==> config.mk <==
export PLATFORM = sky130hd
export DESIGN_NAME = hazard_stall_ctrl
export DESIGN_NICKNAME = d
export VERILOG_FILES = /design/src/rtl/hazard_stall_ctrl.sv
export SDC_FILE = /design/constraint.sdc
export NUM_CORES = 1
export LEC_CHECK = 0
export BUFFER_PORTS_ARGS = -buffer_cell sky130_fd_sc_hd__buf_2
export CAP_MARGIN = 20
export CORE_MARGIN = 4
export CORE_UTILIZATION = 32
export CTS_CLUSTER_DIAMETER = 50
export CTS_CLUSTER_SIZE = 24
export DETAILED_ROUTE_END_ITERATION = 6
export PLACE_DENSITY = 0.81
export SETUP_SLACK_MARGIN = 0.4
export SLEW_MARGIN = 0
export SYNTH_ARGS = -nofsm -noshare
export SYNTH_HDL_FRONTEND = slang
export SYNTH_SLANG_ARGS = --single-unit
==> constraint.sdc <==
create_clock -name clk -period 1.5 [get_ports clk]
set_input_delay 0.225 -clock clk [delete_from_list [all_inputs] [get_ports clk]]
set_output_delay 0.225 -clock clk [all_outputs]
set_load 0.01 [all_outputs]
==> src/rtl/hazard_stall_ctrl.sv <==
`default_nettype none
// ============================================================================
// Module      : hazard_stall_ctrl
// Description : Central stall/flush controller for the 5-stage RV32I pipeline.
//               Produces the load enables for the PC and the IF/ID, ID/EX,
//               EX/MEM and MEM/WB registers, the bubble (flush) controls for
//               IF/ID and ID/EX, and the wrong-path I-fetch discard strobe.
//               Sources handled: D-cache stall, EX redirect, I-cache stall,
//               load-use hazard. A redirect that lands while an I-fetch is
//               outstanding moves the controller into DRAIN until the stale
//               response returns, and that response is dropped.
// Optional    : `define HAZARD_PERF_CNT_EN builds three saturating perf
//               counters (stall cycles, bubbles, redirects). Without it the
//               counter outputs are tied to zero and i_perf_clr is ignored.
// Ports       :
//   clk                  clock
//   rst_n                asynchronous active-low reset
//   i_imem_stall         I-fetch outstanding, no response this cycle
//   i_imem_resp          I-cache response valid this cycle
//   i_dmem_stall         D-access outstanding, no response this cycle
//   i_id_rs1/i_id_rs2    source register indices of the instruction in ID
//   i_id_rs1_used/_rs2_used  ID instruction actually reads rs1/rs2
//   i_ex_rd              destination register of the instruction in EX
//   i_ex_mem_read        EX instruction is a load
//   i_ex_redirect        EX resolved a mispredict; redirect PC is valid
//   i_perf_clr           synchronous clear of the perf counters
//   o_load_*             register load enables (PC, IF/ID, ID/EX, EX/MEM, MEM/WB)
//   o_flush_if_id/_id_ex load the all-zero control word instead of the input
//   o_discard_imem_resp  IF must drop the I-cache response this cycle
//   o_stall_cycles, o_bubble_count, o_redirect_count  perf counters
// Revision    : 1.0  initial release
// ============================================================================
module hazard_stall_ctrl #(
  parameter int REG_ADDR_W = 5,
  parameter int PERF_CNT_W = 32
) (
  input  logic                  clk,
  input  logic                  rst_n,
  input  logic                  i_imem_stall,
  input  logic                  i_imem_resp,
  input  logic                  i_dmem_stall,
  input  logic [REG_ADDR_W-1:0] i_id_rs1,
  input  logic [REG_ADDR_W-1:0] i_id_rs2,
  input  logic                  i_id_rs1_used,
  input  logic                  i_id_rs2_used,
  input  logic [REG_ADDR_W-1:0] i_ex_rd,
  input  logic                  i_ex_mem_read,
  input  logic                  i_ex_redirect,
  input  logic                  i_perf_clr,
  output logic                  o_load_pc,
  output logic                  o_load_if_id,
  output logic                  o_load_id_ex,
  output logic                  o_load_ex_mem,
  output logic                  o_load_mem_wb,
  output logic                  o_flush_if_id,
  output logic                  o_flush_id_ex,
  output logic                  o_discard_imem_resp,
  output logic [PERF_CNT_W-1:0] o_stall_cycles,
  output logic [PERF_CNT_W-1:0] o_bubble_count,
  output logic [PERF_CNT_W-1:0] o_redirect_count
);

  typedef enum logic [0:0] {
    ST_RUN   = 1'b0,
    ST_DRAIN = 1'b1
  } state_t;

  state_t r_state;
  state_t w_state_nxt;

  logic w_load_use;
  logic w_rs1_hit;
  logic w_rs2_hit;

  logic w_load_pc;
  logic w_load_if_id;
  logic w_load_id_ex;
  logic w_load_ex_mem;
  logic w_load_mem_wb;
  logic w_flush_if_id;
  logic w_flush_id_ex;
  logic w_discard;

  // Per-cycle event strobes for the perf counters.
  logic w_evt_stall;
  logic w_evt_bubble;
  logic w_evt_redirect;

  // --------------------------------------------------------------------------
  // Load-use detection. x0 is hardwired to zero, so a load targeting x0 never
  // creates a dependency.
  // --------------------------------------------------------------------------
  assign w_rs1_hit  = i_id_rs1_used && (i_id_rs1 == i_ex_rd);
  assign w_rs2_hit  = i_id_rs2_used && (i_id_rs2 == i_ex_rd);
  assign w_load_use = i_ex_mem_read && (i_ex_rd != '0) && (w_rs1_hit || w_rs2_hit);

  // --------------------------------------------------------------------------
  // State register
  // --------------------------------------------------------------------------
  always_ff @(posedge clk or negedge rst_n) begin
    if (!rst_n) begin
      r_state <= ST_RUN;
    end else begin
      r_state <= w_state_nxt;
    end
  end

  // --------------------------------------------------------------------------
  // Next-state and output decode
  // --------------------------------------------------------------------------
  always_comb begin
    w_state_nxt    = r_state;
    w_load_pc      = 1'b0;
    w_load_if_id   = 1'b0;
    w_load_id_ex   = 1'b0;
    w_load_ex_mem  = 1'b0;
    w_load_mem_wb  = 1'b0;
    w_flush_if_id  = 1'b0;
    w_flush_id_ex  = 1'b0;
    w_discard      = 1'b0;
    w_evt_stall    = 1'b0;
    w_evt_bubble   = 1'b0;
    w_evt_redirect = 1'b0;

    case (r_state)
      ST_RUN: begin
        w_evt_stall = i_dmem_stall || i_imem_stall;
        if (i_dmem_stall) begin
          // Full freeze. A redirect sitting in EX is held there and is acted
          // on once the D-side stall clears.
        end else if (i_ex_redirect) begin
          w_load_pc      = 1'b1;
          w_load_if_id   = 1'b1;
          w_load_id_ex   = 1'b1;
          w_load_ex_mem  = 1'b1;
          w_load_mem_wb  = 1'b1;
          w_flush_if_id  = 1'b1;
          w_flush_id_ex  = 1'b1;
          w_evt_redirect = 1'b1;
          // A fetch still in flight belongs to the wrong path; its response
          // has to be swallowed before fetching restarts. A response that
          // arrives this very cycle is already killed by the IF/ID flush.
          if (i_imem_stall) begin
            w_state_nxt = ST_DRAIN;
          end
        end else if (i_imem_stall) begin
          // Full freeze while the fetch is outstanding.
        end else if (w_load_use) begin
          // Hold PC and IF/ID, insert one bubble into ID/EX, let the load
          // proceed so its data is forwardable next cycle.
          w_load_id_ex  = 1'b1;
          w_flush_id_ex = 1'b1;
          w_load_ex_mem = 1'b1;
          w_load_mem_wb = 1'b1;
          w_evt_bubble  = 1'b1;
        end else begin
          w_load_pc     = 1'b1;
          w_load_if_id  = 1'b1;
          w_load_id_ex  = 1'b1;
          w_load_ex_mem = 1'b1;
          w_load_mem_wb = 1'b1;
        end
      end

      ST_DRAIN: begin
        // Front end stays parked; the back end keeps draining older
        // instructions and fills ID/EX with bubbles unless the D-side stalls.
        w_evt_stall   = 1'b1;
        w_discard     = 1'b1;
        w_load_id_ex  = !i_dmem_stall;
        w_load_ex_mem = !i_dmem_stall;
        w_load_mem_wb = !i_dmem_stall;
        w_flush_id_ex = !i_dmem_stall;
        if (i_imem_resp) begin
          w_state_nxt = ST_RUN;
        end
      end

      default: begin
        w_state_nxt = ST_RUN;
      end
    endcase
  end

  // Outputs are forced low for as long as reset is held, independent of the
  // clock, so no enable or discard can leak out during an asynchronous reset.
  assign o_load_pc           = rst_n && w_load_pc;
  assign o_load_if_id        = rst_n && w_load_if_id;
  assign o_load_id_ex        = rst_n && w_load_id_ex;
  assign o_load_ex_mem       = rst_n && w_load_ex_mem;
  assign o_load_mem_wb       = rst_n && w_load_mem_wb;
  assign o_flush_if_id       = rst_n && w_flush_if_id;
  assign o_flush_id_ex       = rst_n && w_flush_id_ex;
  assign o_discard_imem_resp = rst_n && w_discard;

  // --------------------------------------------------------------------------
  // Performance counters
  // --------------------------------------------------------------------------
`ifdef HAZARD_PERF_CNT_EN
  logic [PERF_CNT_W-1:0] r_stall_cycles;
  logic [PERF_CNT_W-1:0] r_bubble_count;
  logic [PERF_CNT_W-1:0] r_redirect_count;

  // Saturating increment: sticks at all-ones instead of wrapping.
  function automatic logic [PERF_CNT_W-1:0] sat_inc(input logic [PERF_CNT_W-1:0] val);
    if (&val) begin
      sat_inc = val;
    end else begin
      sat_inc = val + PERF_CNT_W'(1);
    end
  endfunction

  // Clear takes precedence over a same-cycle increment.
  always_ff @(posedge clk or negedge rst_n) begin
    if (!rst_n) begin
      r_stall_cycles   <= '0;
      r_bubble_count   <= '0;
      r_redirect_count <= '0;
    end else if (i_perf_clr) begin
      r_stall_cycles   <= '0;
      r_bubble_count   <= '0;
      r_redirect_count <= '0;
    end else begin
      if (w_evt_stall) begin
        r_stall_cycles <= sat_inc(r_stall_cycles);
      end
      if (w_evt_bubble) begin
        r_bubble_count <= sat_inc(r_bubble_count);
      end
      if (w_evt_redirect) begin
        r_redirect_count <= sat_inc(r_redirect_count);
      end
    end
  end

  assign o_stall_cycles   = r_stall_cycles;
  assign o_bubble_count   = r_bubble_count;
  assign o_redirect_count = r_redirect_count;
`else
  logic w_unused_perf;
  assign w_unused_perf    = i_perf_clr ^ w_evt_stall ^ w_evt_bubble ^ w_evt_redirect;
  assign o_stall_cycles   = '0;
  assign o_bubble_count   = '0;
  assign o_redirect_count = '0;
`endif

  // --------------------------------------------------------------------------
  // EX only holds bubbles while draining, so a redirect cannot be raised here.
  // --------------------------------------------------------------------------
  a_no_redirect_in_drain : assert property (
    @(posedge clk) disable iff (!rst_n) (r_state == ST_DRAIN) |-> !i_ex_redirect
  );

endmodule
`default_nettype wire

Word-level counts from Yosys, hierarchy flattened:

Cells that the tools add are included.

* register bits after elaboration: 1
* output and inout bits: 104

* reductions and logical operators: 12
* equal/unequal tests: 2
* bitwise gates (word level): 1
* muxes and demuxes: 23

Operators by type and width (count)
* 1-bit 2-to-1 mux: 20
* 5-bit equality test: 2
* 1-bit logical AND: 9
* 1-bit case mux with 2 select lines: 3
* 5-bit nonzero test: 1
* 1-bit zero test: 1
* 1-bit logical OR: 1
* 1-bit NOT: 1

Longest topological paths before layout:

Gate-level depths: netlist of the first run.

* depth in word-level cells: 10
* mapped depth: 5
* mapped depth without buffers: 4

Worst setup path after synthesis of the first run:

Ideal clock, no wire load.

* path type: in2out
* from: in i_ex_rd[2]
* to: out o_load_pc
* slack: -83 ps
* cell stages on the path: 5
* buffers on the path: 1
* arrival: 1358 ps
* required time: 1275 ps
* cell sequence: or4_4 -> o21ai_2 -> nor2_1 -> a21oi_1 -> buf_4

* longest elaborated chain between the ends: 10
* elaborated cells on any way between the ends: 14
* those cells by class: eq/ne: 2; mux: 5; reduce/logical: 7

Ends and longest elaborated chain
* from (decl): RTL line 46 `input logic [REG_ADDR_W-1:0] i_ex_rd,`
* 5-bit equality test, on equally long branches: RTL line 93, 94
* 1-bit logical AND, on equally long branches: RTL line 93, 94
* 1-bit logical OR: RTL line 95 `assign w_load_use = i_ex_mem_read && (i_ex_rd != '0) && (w_rs1_hit || w_rs2_hit);`
* 1-bit logical AND *: RTL line 95
* 1-bit 2-to-1 mux * (5 in series)
* 1-bit logical AND *
* to (decl): RTL line 50 `output logic o_load_pc,`

Every way passes the cells marked *; elsewhere a longest branch is shown, timed or not.

Worst setup path after layout of the first run:

* from: in i_ex_rd[2]
* to: out o_flush_id_ex

* longest elaborated chain between the ends: 10
* elaborated cells on any way between the ends: 14
* those cells by class: eq/ne: 2; mux: 5; reduce/logical: 7

Ends and longest elaborated chain
* 5-bit equality test, on equally long branches: RTL line 93, 94
* 1-bit logical AND, on equally long branches: RTL line 93, 94
* 1-bit logical OR: RTL line 95
* 1-bit logical AND *: RTL line 95
* 1-bit 2-to-1 mux *: RTL line 148 `end else if (w_load_use) begin`
* 1-bit 2-to-1 mux *: RTL line 146 `end else if (i_imem_stall) begin`
* 1-bit 2-to-1 mux *: RTL line 131 `end else if (i_ex_redirect) begin`
* 1-bit 2-to-1 mux *: RTL line 128 `if (i_dmem_stall) begin`
* 1-bit case mux with 2 select lines *: RTL line 125 `case (r_state)`
* 1-bit logical AND *: RTL line 193 `assign o_flush_id_ex = rst_n && w_flush_id_ex;`
* to (decl): RTL line 56 `output logic o_flush_id_ex,`

Marks and branches as above.

==> flow_summary.ini, run 1 <==
[sta]
fmax_ghz = 0.633
min_period_over_period_pct = 105
hold_viol = 0
fin_tns_setup_ns = -0.218
finalSetupViolations = 3
clock-skew-final_ns = 0
rsz0062_at_grt = yes
fin_crit_ns = 1.58
fin_ws_ns = -0.0786
slew_viol_final = 0

[place]
place_hpwl_mm = 1.62
post-place-ws_ns = -0.126
port_buffers = 31
dp.cells = 196
place_congestion = 0.637

[drt]
dr.pass1.iters = 1
num_vias = 635
wire_per_inst_um = 8.68
via_per_inst = 3.19
drc = 0
wirelength_mm = 1.73
drt_iter0_drc = 0
ant_nets = 0

[critical_path]
cp-end-kind = primary output
crit_family = simple AND/OR/NAND/NOR gates
crit_arrival_ns = 1.35
max_stage_delay_ns = 0.54
critPathMaxFanout = 2
crit_type = in -> out
critPathSlowestCell = or4_4
path_cells = buf_6 > or4_4 > o21ai_4 > nor2b_1 > a21o_1 > buf_2
cp_num_buf_inv = 2
required_ns = 1.27
worst_setup_path_start_kind = input port

[clock_tree]
clk_latency_ns = 0
hold_buffers = 0
clk_pin_slew_worst_paths_ns = 0

[pwr]
p_total_mw = 0.297
clkPwrFrac_pct = 0
power.internal_mw = 0.117
combinationalPowerShare_pct = 88.2
p_per_area_nw_per_um2 = 318
switchingPower_mw = 0.180
leakage_nw = 0.586
sequentialPowerShare_pct = 11.8
swShare_pct = 60.6
ir_drop_v = 0.000122

[cells_and_area]
largest_register_ffs = 1
final_cells = 199
areaGrowthSynthToFinish_pct = -5.44
fin_nets = 195
diodes = 0
regMostFlops = r_state
drive_gt1_share_pct = 28.0
reg_top3 = r_state x1

[die]
die_w_um = 63.6
initial_utilization_pct = 34.7
die_area_um2 = 4050
die_h_um = 63.6
io_pins = 129
core_area_um2 = 2850
rows = 19

[logic_synthesis]
synth-compound-area-share_pct = 3.79
synth_top_area_cell = buf_4
synth_common_cells = buf_4, xnor2_1, nor2_1
synth_edf_count = 0
ys_async_sr_fraction_pct = 100
synth_fa_ha_area_share_pct = 0
ys_ff_latch = 1
synth_mux_area_share_pct = 1.01
ys_top_cells_by_area = buf_4, xnor2_1, dfrtp_1, nor2_1, and2_1
synthSimpleGateAreaFrac_pct = 7.96
synth-seq-area-share_pct = 2.53
postSynthAreaPerCell_um2 = 7.44
synth_most_common_cell = buf_4
synth_top_family_by_area = buffers and inverters
ys_warn_count = 0
ys.flop_type = dfrtp_1
synth-xor-area-share_pct = 8.85
netlist_instances = 133
synth.top_cell.area_share_pct = 75.1
ys_types = 19
syn_area_um2 = 990

[job]
cap_violations = 0

[grt]
grt_overflow_total = 0
grt_max_degree = 6
grt_use_total_pct = 5.47
grt_pass1_vias = 435
grt_first_pass_wirelength_mm = 1.88
antenna_found_initial = 0

[min_path]
hold_class = in -> async

[run_status]
status = finished with violations
failed_checks = negative setup slack
-- worst paths after layout --
path,slack (ns),startpoint,endpoint,depth (start not counted)
worst min register to register,0.66,r_state,r_state,2
max in group asynchronous,1.35,rst_n,r_state,1
min in group clk,0.40,i_imem_resp,r_state,2
worst max-delay path,-0.08,i_ex_rd[2],o_flush_id_ex,6
worst max register to register,0.69,r_state,r_state,2
worst min-delay path,0.03,rst_n,r_state,1
-- power by group through the flow --
| stage | clock (mW) | combinational, mW | sequential [mW] |
|---|---|---|---|
| final | 0 | 0.262 | 0.0350 |
| after global routing | 0 | 0.285 | 0.0354 |
| after floorplan | 0 | 0.350 | 0.0316 |
| after global placement | 0 | 0.223 | 0.0321 |
| after detailed placement | 0 | 0.227 | 0.0322 |
| after CTS | 0 | 0.230 | 0.0323 |
-- metrics by stage --
step,hold WS [ns],util [%],area (um2)
4_1_cts,0.0147,30.0,856
3_3_place_gp,0.0140,29.5,842
2_1_floorplan,-0.0706,-,1350
5_1_grt,0.0345,32.8,936
3_5_place_dp,0.0145,29.5,842
6_report,0.0278,32.8,936
-- per-layer routing --
metal  GRT usage [%]  routed length, um
met3            1.24                370
met2            13.4               1020
met4               0                  0
met1            4.10                337
met5               0                  0
-- placed cells by master (no fill, tap or decap), drive strengths merged --
master and count:
nand2 2, a21o 1, o21ai 2, nand2b 1, nor2b 1, mux2i 1
o22ai 1, a21oi 2, nand4 2, nand3b 1, and2 2, buf 39
xnor2 10, dfrtp 1, conb 96, or4 1, nor2 4, inv 1
-- kinds of logic after synthesis --
group	after synthesis
compound gates	6
xor+xnor	10
buf+inv	100
flops	1
mux	1
other cells	1
simple gates	14
-- area by class of cell --
cell class                      count  area [um2]
Fill cell                         319        1920
Multi-Input combinational cell    127         619
Timing Repair Buffer               39         248
Tap cell                           31        38.8
Sequential cell                     1        26.3
Inverter                            1        3.75
-- what timing repair did --
| action | CTS | global route |
|---|---|---|
| buffers inserted | 0 | 3 |
| gates resized for setup | 2 | 12 |
| setup endpoints to repair | 3 | 7 |
| pin swaps | 0 | 3 |
Note: power is estimated with default switching activity, not from simulation.
==> inputs of run 2 (changes only) <==
--- a/config.mk
+++ b/config.mk
@@ -10,3 +10,4 @@
 export CORE_MARGIN = 4
-export CORE_UTILIZATION = 32
+export CORE_UTILIZATION = 33
+export CTS_BUF_LIST = sky130_fd_sc_hd__clkbuf_8
 export CTS_CLUSTER_DIAMETER = 50
@@ -14,3 +15,3 @@
 export DETAILED_ROUTE_END_ITERATION = 6
-export PLACE_DENSITY = 0.81
+export PLACE_DENSITY = 0.84
 export SETUP_SLACK_MARGIN = 0.4
==> constraint.sdc (replaced) <==
create_clock -name clk -period 1.5 [get_ports clk]
set_input_delay 0.15 -clock clk [delete_from_list [all_inputs] [get_ports clk]]
set_output_delay 0.15 -clock clk [all_outputs]
set_load 0.01 [all_outputs]
==> run 2 against run 1 <==
  * The flow now finishes without violations
  * Hold slack improved by 0.31 ns
  * Sequential cell count unchanged
  * Sequential power decreased by 8.3%
  * Highest routed layer unchanged
  * Global-route usage decreased by 0.16 points
  * Utilization decreased by 2.2 points
  * Final area decreased by 8.3%
  * Die area decreased by 2.7%
  * Clock skew unchanged
  * Routed wire length decreased by 6.3%
  * Via count decreased by 3.9%
==> flow_summary.ini, run 2 (synthesized netlist as in run 1, its figures left out) <==
[cells_and_area]
final_common_cell = conb_1
reg_top3 = r_state x1
fillCellCount = 308
areaGrowthSynthToFinish_pct = -13.3
diodes = 0
final_cells = 194
seq_area_um2 = 25.0
largest_register_ffs = 1
final_cell_mix = conb_1, buf_2, xnor2_1
drive_gt1_share_pct = 23.9
fin_nets = 190
multiInputGateArea_um2 = 598
regMostFlops = r_state

[drt]
ant_nets = 0
num_vias = 610
dr.pass1.iters = 2
drt_iter0_drc = 6
drc = 0
wire_per_inst_um = 8.35
wirelength_mm = 1.62
via_per_inst = 3.14

[die]
die_w_um = 62.8
io_pins = 129
core_area_um2 = 2810
initial_utilization_pct = 35.3
rows = 19
die_h_um = 62.8
die_area_um2 = 3940

[pwr]
switchingPower_mw = 0.170
ir_drop_v = 0.0000944
power.internal_mw = 0.0988
combinationalPowerShare_pct = 88.1
p_per_area_nw_per_um2 = 313
swShare_pct = 63.3
clkPwrFrac_pct = 0
sequentialPowerShare_pct = 11.9
leakage_nw = 0.551

[job]
cap_violations = 0

[grt]
grt_pass1_vias = 390
antenna_found_initial = 0
grt_overflow_total = 0
grt_use_total_pct = 5.31
grt_max_degree = 6
grt_first_pass_wirelength_mm = 1.71

[place]
place_congestion = 0.699
dp.cells = 193
place_hpwl_mm = 1.62
port_buffers = 31
post-place-ws_ns = 0.0386

[clock_tree]
cts_setup_buffers = 0
clk_pin_slew_worst_paths_ns = 0
clk_latency_ns = 0

[sta]
fin_tns_setup_ns = 0
fin_ws_ns = 0.0655
hold_viol = 0
fin_crit_ns = 1.43
slew_viol_final = 0
min_period_over_period_pct = 95.6
clock-skew-final_ns = 0
rsz0062_at_grt = yes
finalSetupViolations = 0
fmax_ghz = 0.697

[critical_path]
critPathMaxFanout = 2
required_ns = 1.35
cp-end-kind = primary output
crit_arrival_ns = 1.28
worst_setup_path_start_kind = input port
crit_type = in -> out

[min_path]
hold_class = in -> reg

[run_status]
status = finished clean
[run 2: final cells by class]
cell class / count / share of cell area (%)
Tap cell: 31 / 4.52
Timing Repair Buffer: 34 / 22.4
Inverter: 1 / 0.437
Sequential cell: 1 / 2.92
Multi-Input combinational cell: 127 / 69.7
[run 2: layer usage]
layer / track usage (%) / part of all wire, %
met4: 0 / 0
met1: 4.07 / 22
met5: 0 / 0
met3: 1.08 / 21
met2: 13.0 / 57
[run 2: timing repair]
item | CTS | global route
hold buffers | 1 | 0
gates resized for setup | 3 | 2
hold endpoints to repair | 1 | 0
endpoints found under the setup margin | 3 | 3
[run 2: worst max-delay path, cell delays in order]
cell,delay [ns]
buf_6,0.09
or4_4,0.54
o21ai_4,0.16
nor2b_1,0.06
a21o_1,0.14
buf_2,0.13
[run 2: path summary, 6_finish.rpt]
path,endpoint,cells past startpoint,slack (ns),startpoint
worst max-delay path,o_flush_id_ex,6,0.07,i_ex_rd[2]
worst min-delay path,r_state,2,0.34,i_imem_resp
worst max register to register,r_state,1,0.85,r_state
worst min register to register,r_state,1,0.52,r_state
max in group asynchronous,r_state,2,0.92,rst_n
min in group asynchronous,r_state,2,0.48,rst_n
[run 2: power by group through the flow]
stage / Combinational [mW] / Sequential, mW / Clock (mW)
final: 0.237 / 0.0321 / 0
after global routing: 0.259 / 0.0323 / 0
after CTS: 0.229 / 0.0321 / 0
after detailed placement: 0.222 / 0.0323 / 0
after global placement: 0.218 / 0.0320 / 0
after floorplan: 0.350 / 0.0316 / 0
[run 2: per-stage QoR]
stage               instance area [um2]  util, %  power, mW  hold WS, ns
detailed placement                  820     29.2      0.254      -0.0572
global placement                    820     29.2      0.250      -0.0607
global route                        858     30.6      0.291        0.373
CTS                                 850     30.3      0.261        0.346
floorplan                          1350        -      0.382       -0.146
finish                              858     30.6      0.269        0.338
